### src/rtl/fu_result_stage_pkg.sv
// Shared definitions for the result stage: flag bit positions, opcode
// classes, FIFO occupancy states and the flag-update rule.
package fu_result_stage_pkg;

  // Bit positions inside the architectural flag register {Z,N,C,V}.
  localparam int FLAG_Z = 3;
  localparam int FLAG_N = 2;
  localparam int FLAG_C = 1;
  localparam int FLAG_V = 0;

  // Opcode class lives in opcode[3:2].
  localparam logic [1:0] CLASS_LOGIC = 2'b00;
  localparam logic [1:0] CLASS_ADD   = 2'b01;
  localparam logic [1:0] CLASS_MUL   = 2'b10;
  localparam logic [1:0] CLASS_SHIFT = 2'b11;

  // Occupancy of the two-entry result buffer.
  typedef enum logic [1:0] {
    OCC_EMPTY = 2'd0,
    OCC_ONE   = 2'd1,
    OCC_FULL  = 2'd2
  } occ_e;

  // Add/sub results own all four flags; every other class only reports
  // Z and N, so C and V keep whatever the last add/sub left behind.
  function automatic logic [3:0] next_flags(input logic [3:0] cur,
                                            input logic [3:0] opcode,
                                            input logic [3:0] status);
    logic [3:0] nf;
    nf = cur;
    nf[FLAG_Z] = status[FLAG_Z];
    nf[FLAG_N] = status[FLAG_N];
    case (opcode[3:2])
      CLASS_ADD: begin
        nf[FLAG_C] = status[FLAG_C];
        nf[FLAG_V] = status[FLAG_V];
      end
      CLASS_LOGIC, CLASS_MUL, CLASS_SHIFT: ;
      default: ;
    endcase
    return nf;
  endfunction

endpackage

### src/rtl/fu_result_stage_fifo.sv
// Two-entry in-order buffer built as a head register plus a skid register.
// The head register drives the output directly, so the output is registered
// and simply holds its last value once the buffer drains or is flushed.
module sync_fifo2
  import fu_result_stage_pkg::*;
#(
  parameter int DW = 19
) (
  input  logic          clk,
  input  logic          rst_n,
  input  logic          flush_i,
  input  logic          push_i,
  input  logic [DW-1:0] push_data_i,
  input  logic          pop_i,
  output logic [DW-1:0] head_o,
  output logic          full_o,
  output logic          empty_o
);

  occ_e          occ_q, occ_d;
  logic [DW-1:0] head_q, head_d;
  logic [DW-1:0] tail_q, tail_d;

  // Occupancy state register.
  // NOTE: sequential state is always updated with <= so every flop samples
  // the pre-edge values regardless of process ordering.
  always_ff @(posedge clk or negedge rst_n) begin
    if (!rst_n) occ_q <= OCC_EMPTY;
    else        occ_q <= occ_d;
  end

  // Next occupancy and data movement; flush wins over push and pop.
  // NOTE: every output of this block gets a default first, so no path
  // through the case statement can leave a latch behind.
  always_comb begin
    occ_d  = occ_q;
    head_d = head_q;
    tail_d = tail_q;
    if (flush_i) begin
      occ_d = OCC_EMPTY;
    end else begin
      case (occ_q)
        OCC_EMPTY: begin
          if (push_i) begin
            occ_d  = OCC_ONE;
            head_d = push_data_i;
          end
        end
        OCC_ONE: begin
          if (push_i && pop_i) begin
            head_d = push_data_i;
          end else if (push_i) begin
            occ_d  = OCC_FULL;
            tail_d = push_data_i;
          end else if (pop_i) begin
            occ_d = OCC_EMPTY;
          end
        end
        OCC_FULL: begin
          if (pop_i) begin
            head_d = tail_q;
            if (push_i) tail_d = push_data_i;
            else        occ_d  = OCC_ONE;
          end
        end
        default: occ_d = OCC_EMPTY;
      endcase
    end
  end

  // Entry storage.
  // NOTE: the storage is reset because the head register is the visible
  // output and must read zero out of reset; a deeper RAM would not be.
  always_ff @(posedge clk or negedge rst_n) begin
    if (!rst_n) begin
      head_q <= '0;
      tail_q <= '0;
    end else begin
      head_q <= head_d;
      tail_q <= tail_d;
    end
  end

  assign head_o  = head_q;
  assign full_o  = (occ_q == OCC_FULL);
  assign empty_o = (occ_q == OCC_EMPTY);

endmodule

### src/rtl/fu_result_stage.sv
// Result stage behind the functional unit: buffers results toward the
// register-file write port, keeps the architectural flags and counts every
// accepted result.
module fu_result_stage
  import fu_result_stage_pkg::*;
#(
  parameter int width   = 16,
  parameter int regaddr = 3,
  parameter int cntw    = 16
) (
  input  logic               clk,
  input  logic               rst_n,
  input  logic               flush,
  input  logic               in_valid,
  output logic               in_ready,
  input  logic [width-1:0]   in_y,
  input  logic [3:0]         in_status,
  input  logic [3:0]         in_opcode,
  input  logic [regaddr-1:0] in_rd,
  output logic               out_valid,
  input  logic               out_ready,
  output logic [width-1:0]   out_data,
  output logic [regaddr-1:0] out_rd,
  output logic [3:0]         flags,
  output logic [cntw-1:0]    retired
);

  localparam int EW = regaddr + width;

  logic            ready_en_q;
  logic            fifo_full;
  logic            fifo_empty;
  logic [EW-1:0]   fifo_head;
  logic            accept;
  logic            push;
  logic            emit;
  logic [3:0]      flags_q, flags_d;
  logic [cntw-1:0] retired_q, retired_d;

  // Holds in_ready low while in reset and opens it from the first edge after.
  always_ff @(posedge clk or negedge rst_n) begin
    if (!rst_n) ready_en_q <= 1'b0;
    else        ready_en_q <= 1'b1;
  end

  assign in_ready  = ready_en_q && !fifo_full && !flush;
  assign accept    = in_valid && in_ready;
  // Writes to r0 are architecturally void, so they never reach the port.
  assign push      = accept && (in_rd != '0);
  assign out_valid = !fifo_empty;
  assign emit      = out_valid && out_ready;

  sync_fifo2 #(
    .DW (EW)
  ) u_fifo (
    .clk         (clk),
    .rst_n       (rst_n),
    .flush_i     (flush),
    .push_i      (push),
    .push_data_i ({in_rd, in_y}),
    .pop_i       (emit),
    .head_o      (fifo_head),
    .full_o      (fifo_full),
    .empty_o     (fifo_empty)
  );

  assign {out_rd, out_data} = fifo_head;

  // Flags and retire count move only on an accepted result.
  always_comb begin
    flags_d   = flags_q;
    retired_d = retired_q;
    if (accept) begin
      flags_d   = next_flags(flags_q, in_opcode, in_status);
      retired_d = retired_q + 1'b1;
    end
  end

  // Flag register and retired-result counter.
  always_ff @(posedge clk or negedge rst_n) begin
    if (!rst_n) begin
      flags_q   <= '0;
      retired_q <= '0;
    end else begin
      flags_q   <= flags_d;
      retired_q <= retired_d;
    end
  end

  assign flags   = flags_q;
  assign retired = retired_q;

endmodule

### config.mk
export PLATFORM = sky130hd
export DESIGN_NAME = fu_result_stage
export DESIGN_NICKNAME = d
export VERILOG_FILES = /design/src/rtl/fu_result_stage_pkg.sv /design/src/rtl/fu_result_stage_fifo.sv /design/src/rtl/fu_result_stage.sv
export SDC_FILE = /design/constraint.sdc
export NUM_CORES = 1
export LEC_CHECK = 0
export BUFFER_PORTS_ARGS = -buffer_cell sky130_fd_sc_hd__buf_4
export CAP_MARGIN = 10
export CORE_UTILIZATION = 52
export CTS_CLUSTER_SIZE = 20
export DETAILED_ROUTE_END_ITERATION = 10
export PLACE_DENSITY = 0.91
export SLEW_MARGIN = 30
export SYNTH_ARGS = -nofsm -noshare
export SYNTH_HDL_FRONTEND = slang
export SYNTH_SLANG_ARGS = --single-unit
### constraint.sdc
create_clock -name clk -period 2.2 [get_ports clk]
set_input_delay 0.22 -clock clk [delete_from_list [all_inputs] [get_ports clk]]
set_output_delay 0.22 -clock clk [all_outputs]
set_load 0.02 [all_outputs]
; Word level (Yosys, flattened, before mapping)
; Cells that the tools add are included.
; W data, S select, Z words.
[word_totals]
latch_bits = 0
rom_bits = 0
ram_bits = 0
word_cells = 54
n_memories = 0
in_bits = 32
regBits = 61
[classes]
n_lt_le_gt_ge = 0
reduce_logical = 17
n_bitwise = 1
n_mul = 0
n_shift = 0
add_sub_neg = 1
eq_ne = 12
mux = 16
n_div = 0
[op_table]
columns = op, count
row1 = $mux W19, 6
row2 = $pmux W19 S3, 1
row3 = $pmux W19 S2, 1
row4 = $add A16 B1 Y16 const B, 1
row5 = $mux W2, 7
row6 = $reduce_and A5 Y1, 2
row7 = $logic_and A1 B1 Y1, 6
row8 = $ne A2 B1 Y1 const B, 3
row9 = $ne A3 B2 Y1 const B, 2
row10 = $ne A3 B3 Y1 const B, 2
row11 = $pmux W2 S3, 1
row12 = $reduce_bool A3 Y1, 2
row13 = $eq A2 B1 Y1 const B, 2
row14 = $ne A4 B2 Y1 const B, 1
row15 = $reduce_and A4 Y1, 1
row16 = $logic_not A1 Y1, 3
row17 = $eq A2 B2 Y1 const B, 1
row18 = $logic_not A2 Y1, 1
row19 = $ne A2 B2 Y1 const B, 1
row20 = $reduce_and A2 Y1, 1
row21 = $reduce_bool A2 Y1, 1
row22 = $not A1 Y1, 1

; Depth between registers and ports, before layout
; Gate-level depths: netlist (run 1).
[logic_depth]
ltp_word = 10
ltp_mapped = 7

; By module
; Synthesis (run 1) repeated with hierarchy kept, for this count alone.
[unflattened]
hier_cells = 199
hier_area_um2 = 2796.4
[modules_own_cells]
columns = module, seq_area_each_um2, cells_each, instances, area_per_inst_um2
row1 = sync_fifo2, 1001.0, 118, 1, 1821.7
row2 = fu_result_stage, 525.5, 81, 1, 974.7

; Least setup slack after synthesis (run 1)
; No wires, ideal clock.
[synth_timing]
kind = reg-to-reg
from = register u_fifo.occ_q[1]
to = register flags_q[0], in the netlist flags[0]
required_ns = 2.075
n_path_buf = 2
setup_time_ns = 0.125
period_less_slack_ns = 1.832
path_stages_with_launch = 7
t_arrival_ns = 1.707
slack_ns = 0.368
path_cell_list = dfrtp_1 -> buf_2 -> nor2b_1 -> clkbuf_1 -> nor3_2 -> and3b_1 -> mux2_2
[synth_between]
elab_chain_cells = 6
[synth_lines]
columns = element, line_no
row1 = "start, declared", fu_result_stage_fifo.sv:20  ; occ_e occ_q, occ_d;
row2 = "start signal, assigned", fu_result_stage_fifo.sv:28  ; if (!rst_n) occ_q <= OCC_EMPTY;
row3 = "start signal, assigned", fu_result_stage_fifo.sv:29  ; else occ_q <= occ_d;
row4 = $eq A2 B2 Y1, fu_result_stage_fifo.sv:85  ; assign full_o = (occ_q == OCC_FULL);
row5 = $logic_not A1 Y1, fu_result_stage.sv:46  ; assign in_ready = ready_en_q && !fifo_full && !flush;
row6 = $logic_and A1 B1 Y1 (2 in series), fu_result_stage.sv:46
row7 = $logic_and A1 B1 Y1, fu_result_stage.sv:47  ; assign accept = in_valid && in_ready;
row8 = $reduce_and A2 Y1 (no line), --
row9 = "end signal, assigned", fu_result_stage.sv:85  ; flags_q <= flags_d;
row10 = "end, declared", fu_result_stage.sv:37  ; logic [3:0] flags_q, flags_d;
; No other way between the ends.
; A chain may end at the register's enable or synchronous reset.

; Final worst setup path (run 1)
[layout_timing]
from = register ready_en_q
to = register u_fifo.tail_q[15]
[layout_between]
elab_chain_cells = 7
word_cells_on_any_way = 11
[layout_lines]
columns = element, line_no
row1 = "start, declared", fu_result_stage.sv:30  ; logic ready_en_q;
row2 = "start signal, assigned", fu_result_stage.sv:42  ; if (!rst_n) ready_en_q <= 1'b0;
row3 = "start signal, assigned", fu_result_stage.sv:43  ; else ready_en_q <= 1'b1;
row4 = $logic_and A1 B1 Y1 (*) (2 in series), fu_result_stage.sv:46
row5 = $logic_and A1 B1 Y1 (*), fu_result_stage.sv:47
row6 = $logic_and A1 B1 Y1 (*), fu_result_stage.sv:49  ; assign push = accept && (in_rd != '0);
row7 = $mux W19 or $logic_and A1 B1 Y1 (tied branches), --
row8 = "$mux W19, or another cell as far along", --
row9 = $pmux W19 S2 or $reduce_and A4 Y1 (tied branches), --
row10 = "end signal, assigned", fu_result_stage_fifo.sv:80  ; tail_q <= tail_d;
row11 = "end, declared", fu_result_stage_fifo.sv:22  ; logic [DW-1:0] tail_q, tail_d;
; Every way passes the cells marked *; elsewhere a longest branch is shown, timed or not. The select of a mux whose other input is x is not followed.

==> impl_metrics.sql, run 1 <==
INSERT INTO impl_metrics (metric_group, metric, value, unit) VALUES
('status', 'status', 'finished clean', ''),
('clock_tree', 'cts-buffers-inserted', '9', ''),
('sta', 'post-route-period-util', '81.6', '%'),
('clock_tree', 'clock-root-buffer', 'sky130_fd_sc_hd__clkbuf_8', ''),
('clock_tree', 'clk_latency', '0.33', 'ns'),
('critical_path', 'crit-reg2reg-capture', 'u_fifo.tail_q[15]', ''),
('clock_tree', 'clock_tree_from_tritoncts', 'built', ''),
('min_path', 'holdPathEnd', 'u_fifo.occ_q[1]', ''),
('synth', 'postSynthRegisterBits', '61', ''),
('finish', 'antenna-diode-count', '0', ''),
('synth', 'ys.warnings.count', '0', ''),
('run', 'max_cap_viol_count', '0', ''),
('sta', 'skew', '0.00794', 'ns'),
('place', 'port-buffer-count', '70', ''),
('finish', 'final_cell_mix', 'sky130_fd_sc_hd__buf_4, sky130_fd_sc_hd__nand2_1, sky130_fd_sc_hd__dfrtp_1, sky130_fd_sc_hd__mux2_2, sky130_fd_sc_hd__xnor2_1', ''),
('sta', 'grt_setup_unrepaired', 'no', ''),
('critical_path', 'r2r_start', 'ready_en_q', ''),
('sta', 'timing_max_transition_violations_final', '0', ''),
('finish', 'most_frequent_standard_cell_in_the_layout_excluding_fill_and_tap_cells', 'sky130_fd_sc_hd__buf_4', ''),
('critical_path', 'worst_setup_path_end_kind', 'flip-flop', ''),
('clock_tree', 'max_h_tree_level', '3', ''),
('clock_tree', 'post_cts_buffers', '0', ''),
('place', 'place.detailed.hpwl', '3700', 'um'),
('critical_path', 'timing.setup.critical_path_class', 'reg2reg', ''),
('critical_path', 'critical_path_peak_fanout', '19', ''),
('synth', 'mappedNetlistNets', '270', ''),
('min_path', 'startpoint_of_the_lowest_slack_hold_path', 'out_ready', ''),
('grt', 'via_count_of_the_first_global_routing_pass', '1883', ''),
('grt', 'globalRouteTotalUtil', '20.9', '%'),
('clock_tree', 'cts.sink_count', '61', ''),
('drt', 'initialDrtViolationCount', '86', ''),
('place', 'gpl.final_weighted_congestion', '0.746', ''),
('clock_tree', 'number_of_buffers_on_the_longest_clock_path', '2', ''),
('drt', 'drc', '0', ''),
('sta', 'maxClockFrequency', '0.557', 'GHz'),
('synth', 'synthesis.instances', '237', ''),
('sta', 'final-hold-violation-count', '0', ''),
('clock_tree', 'postCtsResizedCells', '0', ''),
('drt', 'detail_route.first_pass.iterations', '4', ''),
('min_path', 'worst_hold_path_class', 'in2reg', ''),
('floorplanning', 'start_util', '54.2', '%'),
('drt', 'vias', '2020', ''),
('grt', 'grt_pass1_wl', '8580', 'um'),
('sta', 'setup_viol', '0', ''),
('clock_tree', 'hold_buffers', '1', ''),
('critical_path', 'required', '2.41', 'ns'),
('critical_path', 'setup.worst_path.start_class', 'flip-flop', ''),
('floorplanning', 'floorplan.die.width', '75.0', 'um'),
('drt', 'wire_per_inst', '13.9', 'um'),
('finish', 'stdcell_count', '387', ''),
('synth', 'synth-seq-area-share', '55.1', '%'),
('drt', 'remaining_antenna_violation_count', '0', ''),
('grt', 'grt_max_degree', '62', ''),
('sta', 'timing_worst_slew_pin_value', '0.760', 'ns'),
('clock_tree', 'register_clock_pin_slew_on_the_reported_worst_setup_and_hold_paths', '0.06', 'ns'),
('sta', 'max-slew-margin-rel', '49.4', '%'),
('pwr', 'power.static_leakage', '0.00176', 'uW'),
('place', 'post-place-cells', '372', ''),
('place', 'place_ws', '0.415', 'ns'),
('drt', 'post_drt_via_cell_ratio', '5.22', ''),
('finish', 'final_layout_size_suffix_gt1_share', '43.8', '%'),
('finish', 'final_net_count', '347', ''),
('synth', 'cell_area_after_synthesis', '2770', 'um2'),
('sta', 'period_needed', '1.80', 'ns'),
('synth', 'post_synth_num_cell_types', '33', ''),
('floorplanning', 'num_io_pins', '73', ''),
('place', 'dpl_cell_area', '3380', 'um2'),
('floorplanning', 'placement_rows', '26', ''),
('critical_path', 'reg2reg_depth', '4', ''),
('floorplanning', 'floorplan.core_area', '5110', 'um2'),
('grt', 'antenna_found_initial', '0', '');
## stage by stage
step / hold slack [ns] / total power, uW / util [%]
finish: 0.0901 / 2970 / 69.2
global route: 0.0931 / 3110 / 69.2
CTS: 0.0799 / 3000 / 69.2
floorplan: -0.0756 / 1850 / -
detailed placement: 0.350 / 2210 / 66.2
global placement: 0.336 / 2170 / 66.2
## worst max path at each step
| stage | from | depth (start not counted) | slack, ns | to |
|---|---|---|---|---|
| 2_1_floorplan | u_fifo.occ_q[1] | 6 | 0.37 | flags[0] |
| 3_3_place_gp | u_fifo.occ_q[1] | 3 | 0.46 | u_fifo.tail_q[6] |
| 3_5_place_dp | ready_en_q | 4 | 0.42 | u_fifo.tail_q[15] |
| 4_1_cts | ready_en_q | 4 | 0.41 | u_fifo.tail_q[0] |
| 5_1_grt | ready_en_q | 4 | 0.34 | u_fifo.tail_q[4] |
| 6_report | ready_en_q | 4 | 0.40 | u_fifo.tail_q[15] |
## registers in the layout, summed over array words and instances (netlist names)
| name | cells |
|---|---|
| flags | 4 |
| ready_en_q | 1 |
| retired | 16 |
| u_fifo.head_o | 19 |
| u_fifo.occ_q | 2 |
| u_fifo.tail_q | 19 |
## power by group
group          leakage, uW  internal (uW)  switching, uW
clock network    0.0000788            390            396
logic             0.000897            387            354
registers         0.000786           1300            136
## routing by layer
layer | vias up | GRT usage (%) | routed length [um]
met3 | 17 | 5.22 | 266
li1 | 951 | - | -
met4 | 0 | 11.7 | 142
met2 | 60 | 34.1 | 2650
met1 | 992 | 25.5 | 2330
met5 | - | 0 | 0
## worst max-delay path, stage by stage, from the launching register on
cell and delay [ns]:
sky130_fd_sc_hd__dfrtp_1 0.36, sky130_fd_sc_hd__nand2_1 0.17, sky130_fd_sc_hd__nor3_1 0.16, sky130_fd_sc_hd__and4_2 0.58, sky130_fd_sc_hd__mux2_2 0.40
## cells in the mapped netlist (all sizes together)
cell type  count  area [um2]
nor3           6        40.0
and3           2        12.5
inv            3        11.3
nand3          5        25.0
maj3           1        11.3
o311ai         1        8.76
nand2b         1        6.26
nand2         66         248
xnor2         13         114
or2            1        6.26
xor2           2        17.5
nand4b         2        17.5
dfrtp         61        1530
buf            4        32.5
clkbuf         6        22.5
o2111ai        1        8.76
nor2           3        11.3
conb           1        3.75
nand4          4        25.0
mux2          43         522
nor4           4        46.3
and4           1        10.0
nor2b          1        6.26
and3b          1        8.76
ha             1        12.5
a21oi          3        15.0
## cell families (layout without fill, tap and decap cells)
family | count (synthesis) | in the layout | synth area share, %
multiplexers | 43 | 43 | 18.8
AO/OA/AOI/OAI | 5 | 5 | 1.17
AND/OR/NAND/NOR | 97 | 97 | 16.7
buffers and inverters | 13 | 93 | 2.39
flip-flops | 61 | 61 | 55.1
XOR/XNOR | 15 | 15 | 4.74
adder cells (fa/ha/maj) | 2 | 2 | 0.858
other | 1 | 1 | 0.135
## cell type report
cell class / instances / area [um2]
Clock buffer: 11 / 131
Clock inverter: 3 / 15.0
Fill cell: 372 / 1570
Inverter: 3 / 11.3
Multi-Input combinational cell: 163 / 1180
Sequential cell: 61 / 1530
Tap cell: 70 / 87.6
Timing Repair Buffer: 76 / 586
(Power assumes the default switching activity.)
==> inputs of run 2 (changes only) <==
--- a/config.mk
+++ b/config.mk
@@ -5,12 +5,13 @@
 export SDC_FILE = /design/constraint.sdc
 export NUM_CORES = 1
 export LEC_CHECK = 0
+export ABC_AREA = 1
 export BUFFER_PORTS_ARGS = -buffer_cell sky130_fd_sc_hd__buf_4
 export CAP_MARGIN = 10
-export CORE_UTILIZATION = 52
+export CORE_UTILIZATION = 48
 export CTS_CLUSTER_SIZE = 20
 export DETAILED_ROUTE_END_ITERATION = 10
-export PLACE_DENSITY = 0.91
+export PLACE_DENSITY = 0.88
 export SLEW_MARGIN = 30
 export SYNTH_ARGS = -nofsm -noshare
 export SYNTH_HDL_FRONTEND = slang
==> constraint.sdc (replaced) <==
create_clock -name clk -period 1.5 [get_ports clk]
set_input_delay 0.15 -clock clk [delete_from_list [all_inputs] [get_ports clk]]
set_output_delay 0.15 -clock clk [all_outputs]
set_load 0.02 [all_outputs]
==> run 2 against run 1 <==
Effect of this change: the run now ends with setup timing left; fmax grew 17%; design area grew 13%; area after synthesis up 9.9%; clock skew increased by 0.0017 ns.
==> impl_metrics.sql, run 2 <==
INSERT INTO impl_metrics (metric_group, metric, value, unit) VALUES
('sta', 'final-hold-violation-count', '0', ''),
('floorplanning', 'num_io_pins', '73', ''),
('sta', 'finalHoldWorstSlack', '0.0159', 'ns'),
('synth', 'synth.cells.most_frequent', 'sky130_fd_sc_hd__nand2_1, sky130_fd_sc_hd__dfrtp_1, sky130_fd_sc_hd__inv_1, sky130_fd_sc_hd__nand4_1, sky130_fd_sc_hd__nor2_1', ''),
('grt', 'globalRouteTotalUtil', '23.4', '%'),
('place', 'place.detailed.hpwl', '4890', 'um'),
('synth', 'synth_top_area_cell', 'sky130_fd_sc_hd__dfrtp_1', ''),
('finish', 'antenna-diode-count', '0', ''),
('sta', 'timing_max_transition_violations_final', '0', ''),
('clock_tree', 'clock-root-buffer', 'sky130_fd_sc_hd__clkbuf_8', ''),
('drt', 'wire_per_inst', '13.7', 'um'),
('drt', 'wl', '7170', 'um'),
('sta', 'skew', '0.00968', 'ns'),
('critical_path', 'setup.worst_path.start_class', 'flip-flop', ''),
('synth', 'synth.most_common_cell', 'sky130_fd_sc_hd__nand2_1', ''),
('clock_tree', 'register_clock_pin_slew_on_the_reported_worst_setup_and_hold_paths', '0.07', 'ns'),
('finish', 'final_net_count', '478', ''),
('drt', 'post_drt_via_cell_ratio', '5.18', ''),
('clock_tree', 'max_h_tree_level', '3', ''),
('clock_tree', 'cts.sink_count', '61', ''),
('critical_path', 'required', '1.72', 'ns'),
('synth', 'synth_area_per_cell', '8.41', 'um2'),
('sta', 'worst_slack', '-0.0328', 'ns'),
('pwr', 'power', '6430', 'uW'),
('sta', 'grt_setup_unrepaired', 'yes', ''),
('drt', 'vias', '2722', ''),
('pwr', 'power.static_leakage', '0.00219', 'uW'),
('drt', 'remaining_antenna_violation_count', '0', ''),
('clock_tree', 'cts-buffers-inserted', '9', ''),
('finish', 'areaGrowthSynthToFinish', '30.7', '%'),
('pwr', 'power_density', '1620', 'nW/um2'),
('sta', 'post-route-period-util', '102', '%'),
('pwr', 'ir_worst_vdd', '0.923', 'mV'),
('synth', 'synthesis.instances', '362', ''),
('finish', 'final_layout_size_suffix_gt1_share', '27.8', '%'),
('synth', 'yosysTopAreaCellShare', '50.1', '%'),
('finish', 'final_cell_mix', 'sky130_fd_sc_hd__nand2_1, sky130_fd_sc_hd__buf_4, sky130_fd_sc_hd__dfrtp_1, sky130_fd_sc_hd__inv_1, sky130_fd_sc_hd__nand4_1', ''),
('grt', 'grt_max_degree', '39', ''),
('critical_path', 'worst_setup_path_end_kind', 'flip-flop', ''),
('critical_path', 'timing.setup.critical_path_class', 'reg2reg', ''),
('clock_tree', 'number_of_buffers_on_the_longest_clock_path', '2', ''),
('place', 'gpl.final_weighted_congestion', '0.895', ''),
('drt', 'initialDrtViolationCount', '171', ''),
('drt', 'detail_route.first_pass.iterations', '4', ''),
('sta', 'setup_total_negative_slack', '-0.186', 'ns'),
('floorplanning', 'placement_rows', '28', ''),
('synth', 'post_synth_num_cell_types', '28', ''),
('grt', 'globalRouteOverflowTotal', '0', ''),
('synth', 'postSynthRegisterBits', '61', ''),
('clock_tree', 'clk_latency', '0.34', 'ns'),
('floorplanning', 'start_util', '50.5', '%'),
('synth', 'synth-edff-count', '0', ''),
('place', 'port-buffer-count', '70', ''),
('status', 'violations', 'setup timing', ''),
('floorplanning', 'area_enclosed_by_the_die_boundary', '6660', 'um2'),
('floorplanning', 'die_h', '81.6', 'um'),
('synth', 'synth_top_flop_cell', 'sky130_fd_sc_hd__dfrtp_1', ''),
('min_path', 'worst_hold_path_class', 'in2reg', ''),
('synth', 'ys.warnings.count', '0', ''),
('grt', 'grt_pass1_wl', '11900', 'um'),
('synth', 'cell_area_after_synthesis', '3040', 'um2'),
('drt', 'drc', '0', ''),
('floorplanning', 'floorplan.core_area', '6030', 'um2'),
('finish', 'most_frequent_standard_cell_in_the_layout_excluding_fill_and_tap_cells', 'sky130_fd_sc_hd__nand2_1', ''),
('clock_tree', 'clock_tree_from_tritoncts', 'built', ''),
('critical_path', 'arrival', '1.76', 'ns'),
('floorplanning', 'floorplan.die.width', '81.6', 'um'),
('synth', 'mappedNetlistNets', '395', ''),
('grt', 'antenna_found_initial', '0', ''),
('grt', 'via_count_of_the_first_global_routing_pass', '2713', ''),
('run', 'max_cap_viol_count', '0', ''),
('status', 'status', 'finished, violations left', ''),
('synth', 'synth-seq-area-share', '50.1', '%'),
('critical_path', 'critical_path_peak_fanout', '6', ''),
('sta', 'period_needed', '1.53', 'ns'),
('sta', 'setup_viol', '15', ''),
('synth', 'async_flop_share', '100', '%'),
('sta', 'maxClockFrequency', '0.652', 'GHz'),
('synth', 'yosys-top-cells-area', 'sky130_fd_sc_hd__dfrtp_1, sky130_fd_sc_hd__nand2_1, sky130_fd_sc_hd__mux2i_1, sky130_fd_sc_hd__nand4_1, sky130_fd_sc_hd__inv_1', '');
-- run 2: report_power, final --
group | internal, uW | switching [uW] | leakage (uW) | total, uW
sequential | 2240 | 397 | 0.000768 | 2640
clock | 977 | 658 | 0.000112 | 1640
combinational | 902 | 1250 | 0.00131 | 2160
total | 4120 | 2310 | 0.00219 | 6430
-- run 2: per-stage QoR --
| step | utilization [%] | std cells | setup WS, ns | instance area (um2) |
|---|---|---|---|---|
| final | 66.1 | 525 | -0.0328 | 3980 |
| after global routing | 66.1 | 525 | -0.128 | 3980 |
| after CTS | 64.9 | 519 | 0.00902 | 3910 |
| after detailed placement | 60.8 | 501 | -0.0317 | 3670 |
| after global placement | 60.8 | 501 | 0.0743 | 3670 |
| after floorplan | - | 362 | 0.0183 | 3040 |
-- run 2: logic make-up (layout without fill, tap and decap cells) --
kind of cell	after synthesis	in the layout	share of synthesized area (%)
xor+xnor	7	7	2.01
fa+ha+maj	1	1	0.411
other cells	1	1	0.123
buf+inv	44	132	7.07
simple gates	198	198	27.6
mux	18	18	5.92
compound gates	32	32	6.70
flops	61	61	50.1
-- run 2: per-layer routing --
layer / up-vias / GRT usage, % / wire length (um)
met1: 1286 / 28.3 / 3010
li1: 1342 / - / -
met4: 0 / 13.0 / 153
met3: 14 / 4.00 / 365
met5: - / 0 / 0
met2: 80 / 39.4 / 3640
-- run 2: layout make-up --
class,instances,area (um2)
Clock buffer,10,138
Clock inverter,6,86.3
Fill cell,472,2050
Inverter,28,108
Multi-Input combinational cell,257,1320
Sequential cell,61,1530
Tap cell,75,93.8
Timing Repair Buffer,88,708
-- run 2: repair_timing --
| item | in CTS | in global routing |
|---|---|---|
| buffers inserted | 1 | 6 |
| endpoints found under the hold margin | 31 | 0 |
| gates resized for setup | 1 | 9 |
| hold buffers | 1 | 0 |
| pin swaps | 0 | 2 |
| setup endpoints to repair | 9 | 47 |
-- run 2: worst paths after layout --
| check | startpoint | endpoint | slack [ns] | cells after the start |
|---|---|---|---|---|
| setup / recovery | u_fifo.occ_q[1] | u_fifo.tail_q[0] | -0.03 | 9 |
| hold / removal | in_status[3] | flags[3] | 0.02 | 3 |
| setup reg to reg | u_fifo.occ_q[1] | u_fifo.tail_q[0] | -0.03 | 9 |
| hold reg to reg | u_fifo.tail_q[12] | u_fifo.tail_q[12] | 0.47 | 2 |
| max in group asynchronous | rst_n | flags[0] | 0.71 | 3 |
| min in group asynchronous | rst_n | u_fifo.head_o[4] | 0.29 | 2 |
-- run 2: worst max-delay path: stages, from the launching register on --
cell	delay, ns
sky130_fd_sc_hd__dfrtp_1	0.41
sky130_fd_sc_hd__inv_2	0.10
sky130_fd_sc_hd__nor2_2	0.05
sky130_fd_sc_hd__nor2_4	0.18
sky130_fd_sc_hd__nand3_2	0.14
sky130_fd_sc_hd__inv_1	0.10
sky130_fd_sc_hd__nand3_1	0.13
sky130_fd_sc_hd__buf_4	0.20
sky130_fd_sc_hd__nand2_1	0.06
sky130_fd_sc_hd__nand2_1	0.06
